**src/rtl/hwmem_req_ctrl.sv**
```systemverilog
// Request front-end for the dual-port HWmem word RAM: registered stores, credit-limited loads, in-order response FIFO.
// Define HWMEM_FWD_EN to forward write-stage bytes into a colliding load instead of stalling it for one cycle.
module hwmem_req_ctrl #(
   parameter int unsigned LINES      = 4096,
   parameter logic [31:0] BASE_ADDR  = 32'h4000_0000,
   parameter int unsigned RESP_DEPTH = 2
) (
   input  logic                     clk,
   input  logic                     rst_n,
   input  logic                     req_valid,
   output logic                     req_ready,
   input  logic                     req_we,
   input  logic [31:0]              req_addr,
   input  logic [3:0]               req_be,
   input  logic [31:0]              req_wdata,
   output logic                     rsp_valid,
   input  logic                     rsp_ready,
   output logic [31:0]              rsp_rdata,
   output logic                     rsp_err,
   output logic                     mem_en_a,
   output logic [$clog2(LINES)-1:0] mem_addr_a,
   input  logic [31:0]              mem_data_out_a,
   output logic [$clog2(LINES)-1:0] mem_addr_b,
   output logic [3:0]               mem_be_b,
   output logic [31:0]              mem_data_in_b
);
   localparam int unsigned   AW   = $clog2(LINES);
   localparam int unsigned   PW   = (RESP_DEPTH > 1) ? $clog2(RESP_DEPTH) : 1;
   localparam int unsigned   CW   = $clog2(RESP_DEPTH + 1) + 1;
   localparam logic [32:0]   SPAN = 33'(LINES) << 2;
   localparam logic [PW-1:0] LAST = PW'(RESP_DEPTH - 1);

   logic [31:0]   req_off;
   logic          req_in_range;
   logic [AW-1:0] req_idx;
   logic          unused_off;

   logic          wr_vld_q, wr_vld_d;
   logic [AW-1:0] wr_idx_q, wr_idx_d;
   logic [3:0]    wr_be_q, wr_be_d;
   logic [31:0]   wr_data_q, wr_data_d;

   logic          ld_vld_q, ld_vld_d;
   logic          ld_err_q, ld_err_d;
`ifdef HWMEM_FWD_EN
   logic [3:0]    fwd_be_q, fwd_be_d;
   logic [31:0]   fwd_data_q, fwd_data_d;
`endif

   logic [31:0]   fifo_data_q [RESP_DEPTH];
   logic          fifo_err_q  [RESP_DEPTH];
   logic [PW-1:0] wptr_q, wptr_d;
   logic [PW-1:0] rptr_q, rptr_d;
   logic [CW-1:0] cnt_q, cnt_d;

   logic          st_fire, ld_fire, hazard, ld_stall, credit_ok, push, pop;
   logic [CW-1:0] busy;
   logic [31:0]   ld_data;

   assign req_off      = req_addr - BASE_ADDR;
   assign req_in_range = (req_addr >= BASE_ADDR) && ({1'b0, req_off} < SPAN);
   assign req_idx      = req_off[AW+1:2];
   assign unused_off   = ^{req_off[31:AW+2], req_off[1:0]};

   // A load colliding with the word being committed this cycle would read undefined RAM data.
   assign hazard = wr_vld_q & req_in_range & (req_idx == wr_idx_q);
`ifdef HWMEM_FWD_EN
   assign ld_stall = 1'b0;
`else
   assign ld_stall = hazard;
`endif

   assign pop       = rsp_valid & rsp_ready;
   assign push      = ld_vld_q;
   assign busy      = cnt_q + CW'(ld_vld_q) - CW'(pop);
   assign credit_ok = busy < CW'(RESP_DEPTH);
   assign req_ready = rst_n & (req_we | (credit_ok & ~ld_stall));
   assign st_fire   = req_valid & req_ready & req_we;
   assign ld_fire   = req_valid & req_ready & ~req_we;

   assign mem_en_a      = ld_fire & req_in_range;
   assign mem_addr_a    = mem_en_a ? req_idx : '0;
   assign mem_addr_b    = wr_idx_q;
   assign mem_data_in_b = wr_data_q;
   assign mem_be_b      = wr_vld_q ? wr_be_q : 4'b0000;

   always_comb begin
      wr_vld_d  = st_fire & req_in_range;
      wr_idx_d  = wr_idx_q;
      wr_be_d   = wr_be_q;
      wr_data_d = wr_data_q;
      if (st_fire & req_in_range) begin
         wr_idx_d  = req_idx;
         wr_be_d   = req_be;
         wr_data_d = req_wdata;
      end
      ld_vld_d = ld_fire;
      ld_err_d = ld_fire & ~req_in_range;
`ifdef HWMEM_FWD_EN
      fwd_be_d   = (ld_fire & hazard) ? wr_be_q : 4'b0000;
      fwd_data_d = wr_data_q;
`endif
      wptr_d = wptr_q;
      rptr_d = rptr_q;
      if (push) wptr_d = (wptr_q == LAST) ? '0 : wptr_q + PW'(1);
      if (pop)  rptr_d = (rptr_q == LAST) ? '0 : rptr_q + PW'(1);
      cnt_d = cnt_q + CW'(push) - CW'(pop);
   end

   // Returned RAM word, with the committing store's bytes laid over it on a collision.
   always_comb begin
      ld_data = mem_data_out_a;
`ifdef HWMEM_FWD_EN
      for (int b = 0; b < 4; b++) begin
         if (fwd_be_q[b]) ld_data[8*b +: 8] = fwd_data_q[8*b +: 8];
      end
`endif
      if (ld_err_q) ld_data = '0;
   end

   always_ff @(posedge clk or negedge rst_n) begin
      if (!rst_n) begin
         wr_vld_q   <= 1'b0;
         wr_idx_q   <= '0;
         wr_be_q    <= '0;
         wr_data_q  <= '0;
         ld_vld_q   <= 1'b0;
         ld_err_q   <= 1'b0;
`ifdef HWMEM_FWD_EN
         fwd_be_q   <= '0;
         fwd_data_q <= '0;
`endif
         wptr_q     <= '0;
         rptr_q     <= '0;
         cnt_q      <= '0;
      end else begin
         wr_vld_q   <= wr_vld_d;
         wr_idx_q   <= wr_idx_d;
         wr_be_q    <= wr_be_d;
         wr_data_q  <= wr_data_d;
         ld_vld_q   <= ld_vld_d;
         ld_err_q   <= ld_err_d;
`ifdef HWMEM_FWD_EN
         fwd_be_q   <= fwd_be_d;
         fwd_data_q <= fwd_data_d;
`endif
         wptr_q     <= wptr_d;
         rptr_q     <= rptr_d;
         cnt_q      <= cnt_d;
      end
   end

   always_ff @(posedge clk) begin
      if (push) begin
         fifo_data_q[wptr_q] <= ld_data;
         fifo_err_q[wptr_q]  <= ld_err_q;
      end
   end

   assign rsp_valid = (cnt_q != '0);
   assign rsp_rdata = rsp_valid ? fifo_data_q[rptr_q] : '0;
   assign rsp_err   = rsp_valid & fifo_err_q[rptr_q];

endmodule
```
**config.mk**
```make
export PLATFORM = sky130hd
export DESIGN_NAME = hwmem_req_ctrl
export DESIGN_NICKNAME = d
export VERILOG_FILES = /design/src/rtl/hwmem_req_ctrl.sv
export SDC_FILE = /design/constraint.sdc
export NUM_CORES = 1
export LEC_CHECK = 0
export ABC_AREA = 1
export BUFFER_PORTS_ARGS = -buffer_cell sky130_fd_sc_hd__buf_2
export CAP_MARGIN = 15
export CORE_ASPECT_RATIO = 1.1
export CORE_MARGIN = 2
export CORE_UTILIZATION = 52
export CTS_CLUSTER_SIZE = 14
export DETAILED_ROUTE_END_ITERATION = 12
export GPL_ROUTABILITY_DRIVEN = 0
export PLACE_DENSITY = 0.83
export REMOVE_ABC_BUFFERS = 1
export SLEW_MARGIN = 20
export SYNTH_ARGS = -nofsm -noshare
export SYNTH_HDL_FRONTEND = slang
export SYNTH_SLANG_ARGS = --single-unit
```
**constraint.sdc**
```tcl
create_clock -name clk -period 5.42 [get_ports clk]
set_clock_uncertainty 0.1 [all_clocks]
set_input_delay 1.084 -clock clk [delete_from_list [all_inputs] [get_ports clk]]
set_output_delay 1.084 -clock clk [all_outputs]
set_load 0.03 [all_outputs]
```
Yosys cells after proc, flatten, opt, wreduce, memory -nomap -nowiden
Memory sizes are Yosys's and may differ from the RTL's.
Cells that the tools add are included.
- magnitude comparators: 3
- reduce and logical (&&, ||, !) cells: 2
- $add $sub $neg: 5
- multiplexer cells: 8
- bitwise operators: 16
- eq/ne operators: 1
- operators with widths (kind ; number):
    32-bit 2-to-1 mux ; 2
    32-bit by 31-bit greater-or-equal comparator with 1-bit output (second input constant) ; 1
    32-bit by 15-bit < comparator with 1-bit output (second input constant) ; 1
    32-bit by 31-bit subtractor with 32-bit output (second input constant) ; 1
    1-bit AND ; 12
    12-bit == test ; 1
    12-bit 2-to-1 mux ; 1
    1-bit 2-to-1 mux ; 4
    4-bit 2-to-1 mux ; 1
    3-bit by 1-bit adder with 3-bit output ; 1
    3-bit by 2-bit < comparator with 1-bit output (second input constant) ; 1
    1-bit NOT ; 3
    3-bit nonzero test ; 1
    3-bit by 1-bit subtractor with 3-bit output ; 1
    1-bit adder (second input constant) ; 2
    1-bit logical AND ; 1
    1-bit OR ; 1
- flip-flop bits (word level): 56
- memory bits (writable): 66
- memories: 2
- output and inout port bits: 96
- input bits: 105
- memory list (name ; words ; width ; read ports ; clocked after Yosys merged registers in ; wr ports ; RTL line ; source):
    fifo_data_q ; 2 ; 32 ; 1 ; 0 ; 1 ; 50 ; logic [31:0] fifo_data_q [RESP_DEPTH];
    fifo_err_q ; 2 ; 1 ; 1 ; 0 ; 1 ; 51 ; logic fifo_err_q [RESP_DEPTH];

Longest topological paths before layout
Gate-level depths: netlist (run 1).
- depth after elaboration: 13
- depth in mapped cells: 17
- depth with buffers taken out: 16

Worst setup path after synthesis (run 1)
No wires, ideal clock.
- path kind: input-to-output
- start point: input rsp_ready
- end point: output mem_addr_a[0]
- path buffers: 0
- arrival: 3.394 ns
- slack: 0.842 ns
- stages on the path: 14
- cells stage by stage: nand2_1 inv_1 ha_1 inv_1 ha_1 inv_1 fa_1 xor2_1 xor2_1 and2_1 nand2_1 inv_2 nand4_4 nor3_1
- longest elaborated chain between the ends: 10
- RTL lines (item ; RTL line ; source):
    start: declaration ; 17 ; input logic rsp_ready,
    1-bit AND ; 73 ; assign pop = rsp_valid & rsp_ready;
    via pop ; 56 ; logic st_fire, ld_fire, hazard, ld_stall, credit_ok, push, pop;
    3-bit by 1-bit subtractor with 3-bit output ; 75 ; assign busy = cnt_q + CW'(ld_vld_q) - CW'(pop);
    3-bit by 2-bit < comparator with 1-bit output ; 76 ; assign credit_ok = busy < CW'(RESP_DEPTH);
    1-bit AND ; 77 ; assign req_ready = rst_n & (req_we | (credit_ok & ~ld_stall));
    1-bit OR ; 77 ;
    1-bit AND ; 77 ;
    1-bit AND (2 in a row) ; 79 ; assign ld_fire = req_valid & req_ready & ~req_we;
    1-bit AND ; 81 ; assign mem_en_a = ld_fire & req_in_range;
    12-bit 2-to-1 mux ; 82 ; assign mem_addr_a = mem_en_a ? req_idx : '0;
    end: declaration ; 21 ; output logic [$clog2(LINES)-1:0] mem_addr_a,
The timed path passes the listed nets, and every way through them passes these cells.

Worst setup path in the final report (run 1)
- start point: register cnt_q[1]
- end point: output mem_addr_a[0]
- longest elaborated chain between the ends: 11
- elaborated cells on any way between the ends: 12
- classes of those cells: add/sub: 2; order compare: 1; mux: 1; bitwise: 7; reduce/logical: 1
- RTL lines (item ; RTL line ; source):
    start: declaration ; 54 ; logic [CW-1:0] cnt_q, cnt_d;
    start signal: assignment ; 149 ; cnt_q <= cnt_d;
    3-bit nonzero test ; 160 ; assign rsp_valid = (cnt_q != '0);
    1-bit AND ; 73 ;
    via pop ; 56 ;
    3-bit by 1-bit subtractor with 3-bit output ; 75 ;
    3-bit by 2-bit < comparator with 1-bit output ; 76 ;
    1-bit AND ; 77 ;
    1-bit OR ; 77 ;
    1-bit AND ; 77 ;
    1-bit AND (2 in a row) ; 79 ;
    1-bit AND ; 81 ;
    12-bit 2-to-1 mux ; 82 ;
The timed path passes the listed nets, and every way through them passes these cells.

==> results of run 1 <==
[how the worst min path moves through the flow]
stage | start | to | slack [ns] | cells past startpoint
after floorplan | wr_be_q[0] | wr_be_q[0] | 0.35 | 2
after global placement | mem_data_in_b[28] | mem_data_in_b[28] | 0.36 | 2
after detailed placement | mem_data_in_b[9] | mem_data_in_b[9] | 0.36 | 2
after CTS | mem_data_in_b[9] | mem_data_in_b[9] | 0.38 | 2
after global routing | mem_data_in_b[5] | mem_data_in_b[5] | 0.40 | 2
final | mem_data_in_b[9] | mem_data_in_b[9] | 0.37 | 2
[per-layer routing]
| metal | global-route usage, % | wire length, um | vias to the layer above |
|---|---|---|---|
| met2 | 38.0 | 6150 | 188 |
| met1 | 28.2 | 5150 | 2076 |
| met4 | 6.49 | 116 | 0 |
| li1 | - | - | 2363 |
| met5 | 0 | 0 | - |
| met3 | 7.54 | 1100 | 9 |
[report_power, final]
group | internal (W) | switching, W | total, W
Combinational | 0.000279 | 0.000720 | 0.000999
Clock | 0.000675 | 0.000399 | 0.00107
Sequential | 0.00106 | 0.0000232 | 0.00108
Total | 0.00201 | 0.00114 | 0.00316
[through the flow]
step	std cells	power, W	setup slack, ns	cell area [um^2]
4_1_cts	1011	0.00319	0.381	7260
2_1_floorplan	632	0.00179	0.288	5460
3_5_place_dp	979	0.00211	0.618	6690
3_3_place_gp	979	0.00208	0.767	6690
5_1_grt	1011	0.00334	0.0542	7260
6_report	1012	0.00316	0.413	7260
[synthesized netlist by cell type]
cell      number
a21boi_0       1
and2_1         2
buf_2          4
buf_6          4
clkbuf_1      16
clkinv_1       2
clkinv_2       1
dfrtp_1       56
edfxtp_1      66
fa_1           1
ha_1           2
inv_1        106
inv_2          1
nand2_1      300
nand3_1        1
nand4_1        1
nand4_2        1
nand4_4        1
nor2_1        58
nor3_1         7
nor3_2         7
o21ai_0       13
or2_0          1
xor2_1         4
[cell usage in the layout, fill, tap and decap left out, drive strengths merged, types with 3 or more instances in the layout]
master    netlist  routed
edfxtp         66      66
dfrtp          56      56
clkinv          3       9
nor3           14      14
nand2         300     300
buf             8     204
inv           107     109
o21ai          13      13
xor2            4       4
nand4           3       3
clkbuf         16      17
nor2           58      58
clkinvlp        0       5
[layout make-up]
class                   instances  area (um^2)
flip-flops and latches        122         3380
fillers                       903         3180
multi-input cells             400         1670
repair buffers                204         1040
clock buffers                  17          425
inverters                     110          414
well taps                     143          179
clock inverters                15          150
diodes                          1         2.50
[worst reg2reg max path: stages, from the launching register on]
cell and delay (ns):
dfrtp_1 0.40, nor3_1 0.20, clkinv_1 0.09, buf_4 0.25, nand2_1 0.14, inv_1 0.05
ha_1 0.27, inv_1 0.06, ha_1 0.12, inv_1 0.05, fa_1 0.37, xor2_1 0.21
xor2_1 0.21, and2_1 0.16, nand2_1 0.07, inv_2 0.07, nand4_4 0.23, nor2_1 0.16
[registers in the layout (all words and copies together) (netlist names), 2 cells and up]
register,flops
cnt_q,3
mem_data_in_b,32
fifo_err_q,2
wr_be_q,4
fifo_data_q,64
mem_addr_b,12
[kinds of logic after synthesis]
kind of cell,after synthesis,share of synthesized area (%)
and+or+nand+nor,379,27.1
adders and majority gates,3,0.806
xor gates and xnor gates,4,0.627
AOI/OAI and AO/OA,14,1.30
buffers and inverters,134,9.65
DFF,122,60.5
==> results by group, run 1 <==
Logic synthesis
  – Number of distinct standard cells referenced by the synthesized netlist: 24
  – Mean area per synthesized cell: 8.52 um^2
  – Synth Cell Area: 0.00559 mm^2
  – Share of the synthesized area in the top cell type: 35.5%
  – Syn. warnings: 0
  – Most area-consuming cells after synthesis: edfxtp_1, dfrtp_1, nand2_1, inv_1, nor2_1
  – Library cell with the largest summed area after synthesis: edfxtp_1
  – Synthesis-stage register bit count: 122
  – Gate count of the mapped netlist: 656
  – Sequential share of the synthesized area: 60.5%

Worst setup path
  – Most used cell, CP: inv_1
  – Launching point of the worst reg2reg path: cnt_q[1]
  – R2R Setup Slk: 2.14 ns
  – CP startpoint kind: register
  – Reg2reg end: ld_err_q
  – Signal arrival time at the worst endpoint: 3.82 ns
  – Stages on the worst setup path: 18
  – Path type of the worst setup path: register to primary output
  – Origin of the worst setup path: cnt_q[1]
  – Largest fanout of any net on the critical path: 35
  – Critical path's top delay family: simple AND/OR/NAND/NOR gates
  – Slowest CP cell: dfrtp_1
  – Crit path buf inv count: 7
  – Critical Path, Cell by Cell: nor3_1 > clkinv_1 > buf_4 > nand2_1 > inv_1 > ha_1 > inv_1 > ha_1 > inv_1 > fa_1 > xor2_1 > xor2_1 > and2_1 > nand2_1 > inv_2 > nand4_4 > nor3_1 > buf_2
  – Worst Reg-to-Reg Cells: 17
  – Category of the worst setup path capture point: primary output
  – Critical Path End: mem_addr_a[0]
  – WP data required: 4.24 ns
  – Crit-path max cell delay: 0.40 ns

Timing
  – Shortest period the worst path allows: 5.01 ns
  – Maximum clock rate: 0.200 GHz
  – Setup repair after global routing missed its margin: false
  – Final setup violating endpoints: 0
  – Worst hold slack: 0.373 ns
  – Transition time of the tightest slew-check pin: 0.987 ns
  – Hold violation count in the final report: 0
  – Share of the clock period used by the worst path after layout: 92.4%
  – TNS Setup: 0 ns
  – Worst slew margin relative to its limit: 34.0%
  – Max Transition Viols Final: 0

GRT
  – Global-route wire length before repair: 20.3 mm
  – Overflow left after global routing: 0
  – GRT Util Overall: 22.7%
  – Number of antenna violations at the first check in global routing: 0
  – Vias in the first global route: 4474
  – Largest net degree at the start of global routing: 62

Routing
  – Remaining antenna violation count: 0
  – Drc violations: 0
  – Via Count: 4636
  – Wire length per cell after detailed routing: 12.4 um
  – Via density per instance: 4.58
  – Routed Wire Length: 12.5 mm
  – Router iterations before antenna repair: 5
  – Initial DRC Count: 212

Clocking
  – Clock latency of the later-clocked register in the worst-skew pair: 0.39 ns
  – Clock buffer depth: 2
  – Deepest level of the CTS H-tree: 4
  – CTS tree: built
  – Post-CTS Hold Fix Bufs: 0
  – TritonCTS Sinks: 122
  – Postcts setup bufs: 0
  – Num CTS Buffers: 17
  – CTS resizes: 0
  – Root Driver: clkbuf_16
  – Post-CTS clock slew at the launch and capture registers of the worst setup and hold paths: 0.06 ns

Layout
  – Net count reported at finish: 963
  – Area added between synthesis and finish: 30.0%
  – Fraction of final layout cells with drive strength greater than 1: 28.3%
  – Final design utilization: 69.6%

Power
  – P_leak: 4.14 nW
  – Maximum resistive drop on vdd: 0.236 mV
  – Power density over the cells: 434 mW/mm^2

Place
  – Buffers on Ports: 198
  – DPL Wire Length: 8.75 mm

Die
  – Core area: 0.0104 mm^2
  – Number of primary I/O pins: 201
  – Chip Height: 113 um
  – Total number of placement rows: 39
  – Initial Utilization: 53.5%
  – Die outline area: 0.0116 mm^2
  – Die Wd: 103 um

Flow run
  – Max cap viols: 0

Outcome
  – Outcome: finished, final reports clean

Hold path
  – Path class of the lowest-slack min-delay path: register to register
No activity file was read; power rests on OpenSTA's default activity.
==> run 2, diff against run 1 <==
Settings changed: ABC_AREA 1 to not set, CORE_ASPECT_RATIO 1.1 to 0.7, PLACE_DENSITY 0.83 to 0.84.
==> results by group, run 2 <==
Outcome
  – Outcome: finished, final reports clean

Clocking
  – Post-CTS Hold Fix Bufs: 0
  – Deepest level of the CTS H-tree: 4
  – CTS tree: built
  – TritonCTS Sinks: 122
  – Clock buffer depth: 2
  – Clock latency of the later-clocked register in the worst-skew pair: 0.39 ns
  – Postcts setup bufs: 0
  – CTS resizes: 0
  – Post-CTS clock slew at the launch and capture registers of the worst setup and hold paths: 0.05 ns
  – Root Driver: clkbuf_16
  – Num CTS Buffers: 17

Timing
  – Share of the clock period used by the worst path after layout: 84.7%
  – Transition time of the tightest slew-check pin: 1.03 ns
  – TNS Setup: 0 ns
  – Worst slew margin relative to its limit: 31.1%
  – Setup repair after global routing missed its margin: false
  – Max Transition Viols Final: 0
  – Shortest period the worst path allows: 4.59 ns
  – Final setup violating endpoints: 0
  – Hold violation count in the final report: 0
  – Maximum clock rate: 0.218 GHz

Routing
  – Routed Wire Length: 12.0 mm
  – Via Count: 3617
  – Wire length per cell after detailed routing: 17.1 um
  – Via density per instance: 5.16
  – Initial DRC Count: 191
  – Remaining antenna violation count: 0
  – Router iterations before antenna repair: 4
  – Drc violations: 0

Logic synthesis
  – Most area-consuming cells after synthesis: edfxtp_1, dfrtp_1, mux2i_1, mux2_2, mux2_1
  – Post-synthesis xor/xnor area fraction: 2.76%
  – Adder and majority gate portion of the synthesized area: 0.856%
  – Primary FF master, synth: edfxtp_1
  – Cell with the most instances after synthesis: edfxtp_1
  – Multiplexer area fraction after synthesis: 16.6%
  – Dominant combinational cell family by area after synthesis: multiplexers
  – Top cells by count, synth: edfxtp_1, dfrtp_1, nor2_1
  – Mean area per synthesized cell: 14.8 um^2
  – Syn. warnings: 0
  – EDFF count, synth: 66
  – Number of distinct standard cells referenced by the synthesized netlist: 32
  – Synth Cell Area: 0.00526 mm^2
  – Share of the synthesized area in the top cell type: 37.7%
  – Compound-Gate Fraction of Synth Area: 0.309%
  – Share of flip-flops with an asynchronous set or reset: 45.9%
  – Synthesis-stage register bit count: 122
  – Sequential share of the synthesized area: 64.3%
  – Share of synthesized cell area in and, or, nand and nor gates: 12.7%
  – Library cell with the largest summed area after synthesis: edfxtp_1
  – Gate count of the mapped netlist: 356

Worst setup path
  – Category of the worst setup path capture point: primary output
  – Largest fanout of any net on the critical path: 8
  – Critical Path, Cell by Cell: buf_2 > and2_1 > ha_1 > inv_1 > ha_1 > inv_1 > fa_1 > xnor3_1 > and2_1 > nand4_1 > buf_4 > nor4b_1 > buf_2
  – Slowest CP cell: fa_1
  – Crit path buf inv count: 5
  – Critical path's top delay family: adder cells
  – Worst Reg-to-Reg Cells: 13
  – Path type of the worst setup path: input pin to primary output
  – Stages on the worst setup path: 13
  – Crit-path max cell delay: 0.37 ns
  – WP data required: 4.24 ns
  – Signal arrival time at the worst endpoint: 3.41 ns
  – CP startpoint kind: input pin

GRT
  – GRT Util Overall: 22.3%
  – Global-route wire length before repair: 18.7 mm
  – Largest net degree at the start of global routing: 39
  – Vias in the first global route: 3714
  – Number of antenna violations at the first check in global routing: 0
  – Overflow left after global routing: 0

Layout
  – Most common cell after layout, fill and taps aside: buf_2
  – Area of all placed cells without fillers: 0.00698 mm^2
  – Reg with most FFs: fifo_data_q
  – Fraction of final layout cells with drive strength greater than 1: 47.5%
  – Area added between synthesis and finish: 32.7%
  – Net count reported at finish: 668
  – Most frequent cells in the layout: buf_2, edfxtp_1, dfrtp_1, nor2_1, mux2i_1
  – Max FFs per register: 64
  – Final instance count without filler cells: 701
  – Count of inserted antenna diode cells: 0

Place
  – Placed Instance Area: 0.00639 mm^2
  – DPL Wire Length: 8.37 mm
  – Placed insts: 669
  – Buffers on Ports: 198

Die
  – Initial Utilization: 53.9%
  – Die Wd: 124 um
  – Number of primary I/O pins: 201
  – Die outline area: 0.0109 mm^2
  – Total number of placement rows: 30
  – Chip Height: 88.1 um
  – Core area: 0.00976 mm^2

Hold path
  – Cell depth of the worst hold path: 1
  – Path class of the lowest-slack min-delay path: register to register

Power
  – Power density over the cells: 441 mW/mm^2
  – Maximum resistive drop on vdd: 0.300 mV
  – P_leak: 3.40 nW

Flow run
  – Max cap viols: 0
run 2: cell types whose count changed after synthesis, sizes merged, moves of 7 or more:
cell | before | now
nand2 | 300 | 3
inv | 107 | 7
mux2 | 0 | 48
mux2i | 0 | 33
nor2b | 0 | 33
nor2 | 58 | 36
nor4b | 0 | 12
o21ai | 13 | 1
xnor2 | 0 | 12
nor3 | 14 | 3
clkbuf | 16 | 9
run 2: cell families after synthesis:
logic type / Yosys count
AOI/OAI and AO/OA: 3
xor gates and xnor gates: 15
adders and majority gates: 3
buffers and inverters: 26
DFF: 122
muxes: 81
and+or+nand+nor: 106
run 2: worst paths after layout:
kind / start / end / slack [ns]
setup / recovery: rsp_ready / mem_addr_a[1] / 0.83
hold / removal: mem_data_in_b[15] / mem_data_in_b[15] / 0.38
setup reg to reg: cnt_q[1] / ld_vld_q / 2.70
hold reg to reg: mem_data_in_b[15] / mem_data_in_b[15] / 0.38
max in group asynchronous: rst_n / rptr_q / 3.76
min in group asynchronous: rst_n / mem_addr_b[11] / 0.59
run 2: metrics by stage:
stage	hold WS (ns)	utilization [%]	setup slack, ns	total power (W)
CTS	0.385	71.5	0.799	0.00310
finish	0.381	71.5	0.830	0.00307
floorplan	0.350	-	-1.76	0.00169
global placement	0.361	65.4	0.860	0.00194
global route	0.400	71.5	0.644	0.00321
detailed placement	0.372	65.4	0.801	0.00196
run 2: report_power, final:
| part | switching (W) | total, W | leakage, nW | internal [W] |
|---|---|---|---|---|
| sequential | 0.000107 | 0.00117 | 1.36 | 0.00106 |
| clock | 0.000372 | 0.00113 | 0.291 | 0.000761 |
| combinational | 0.000493 | 0.000773 | 1.74 | 0.000281 |
| total | 0.000972 | 0.00307 | 3.40 | 0.00210 |
run 2: final cells by class:
cell class                 instances  area [um^2]
sequential                       122         3390
fill                             681         2780
multi-input combinational        208         1770
timing repair buffer             204         1050
clock buffer                      21          440
tap                              128          160
clock inverter                    11          151
inverter                           7         26.3
run 2: routing by layer:
metal	part of all wire, %	wire length (um)	track usage [%]
met1	39	4650	25.1
met2	54	6460	41.4
met3	6.6	788	7.64
met4	0.72	86	6.03
met5	0	0	0
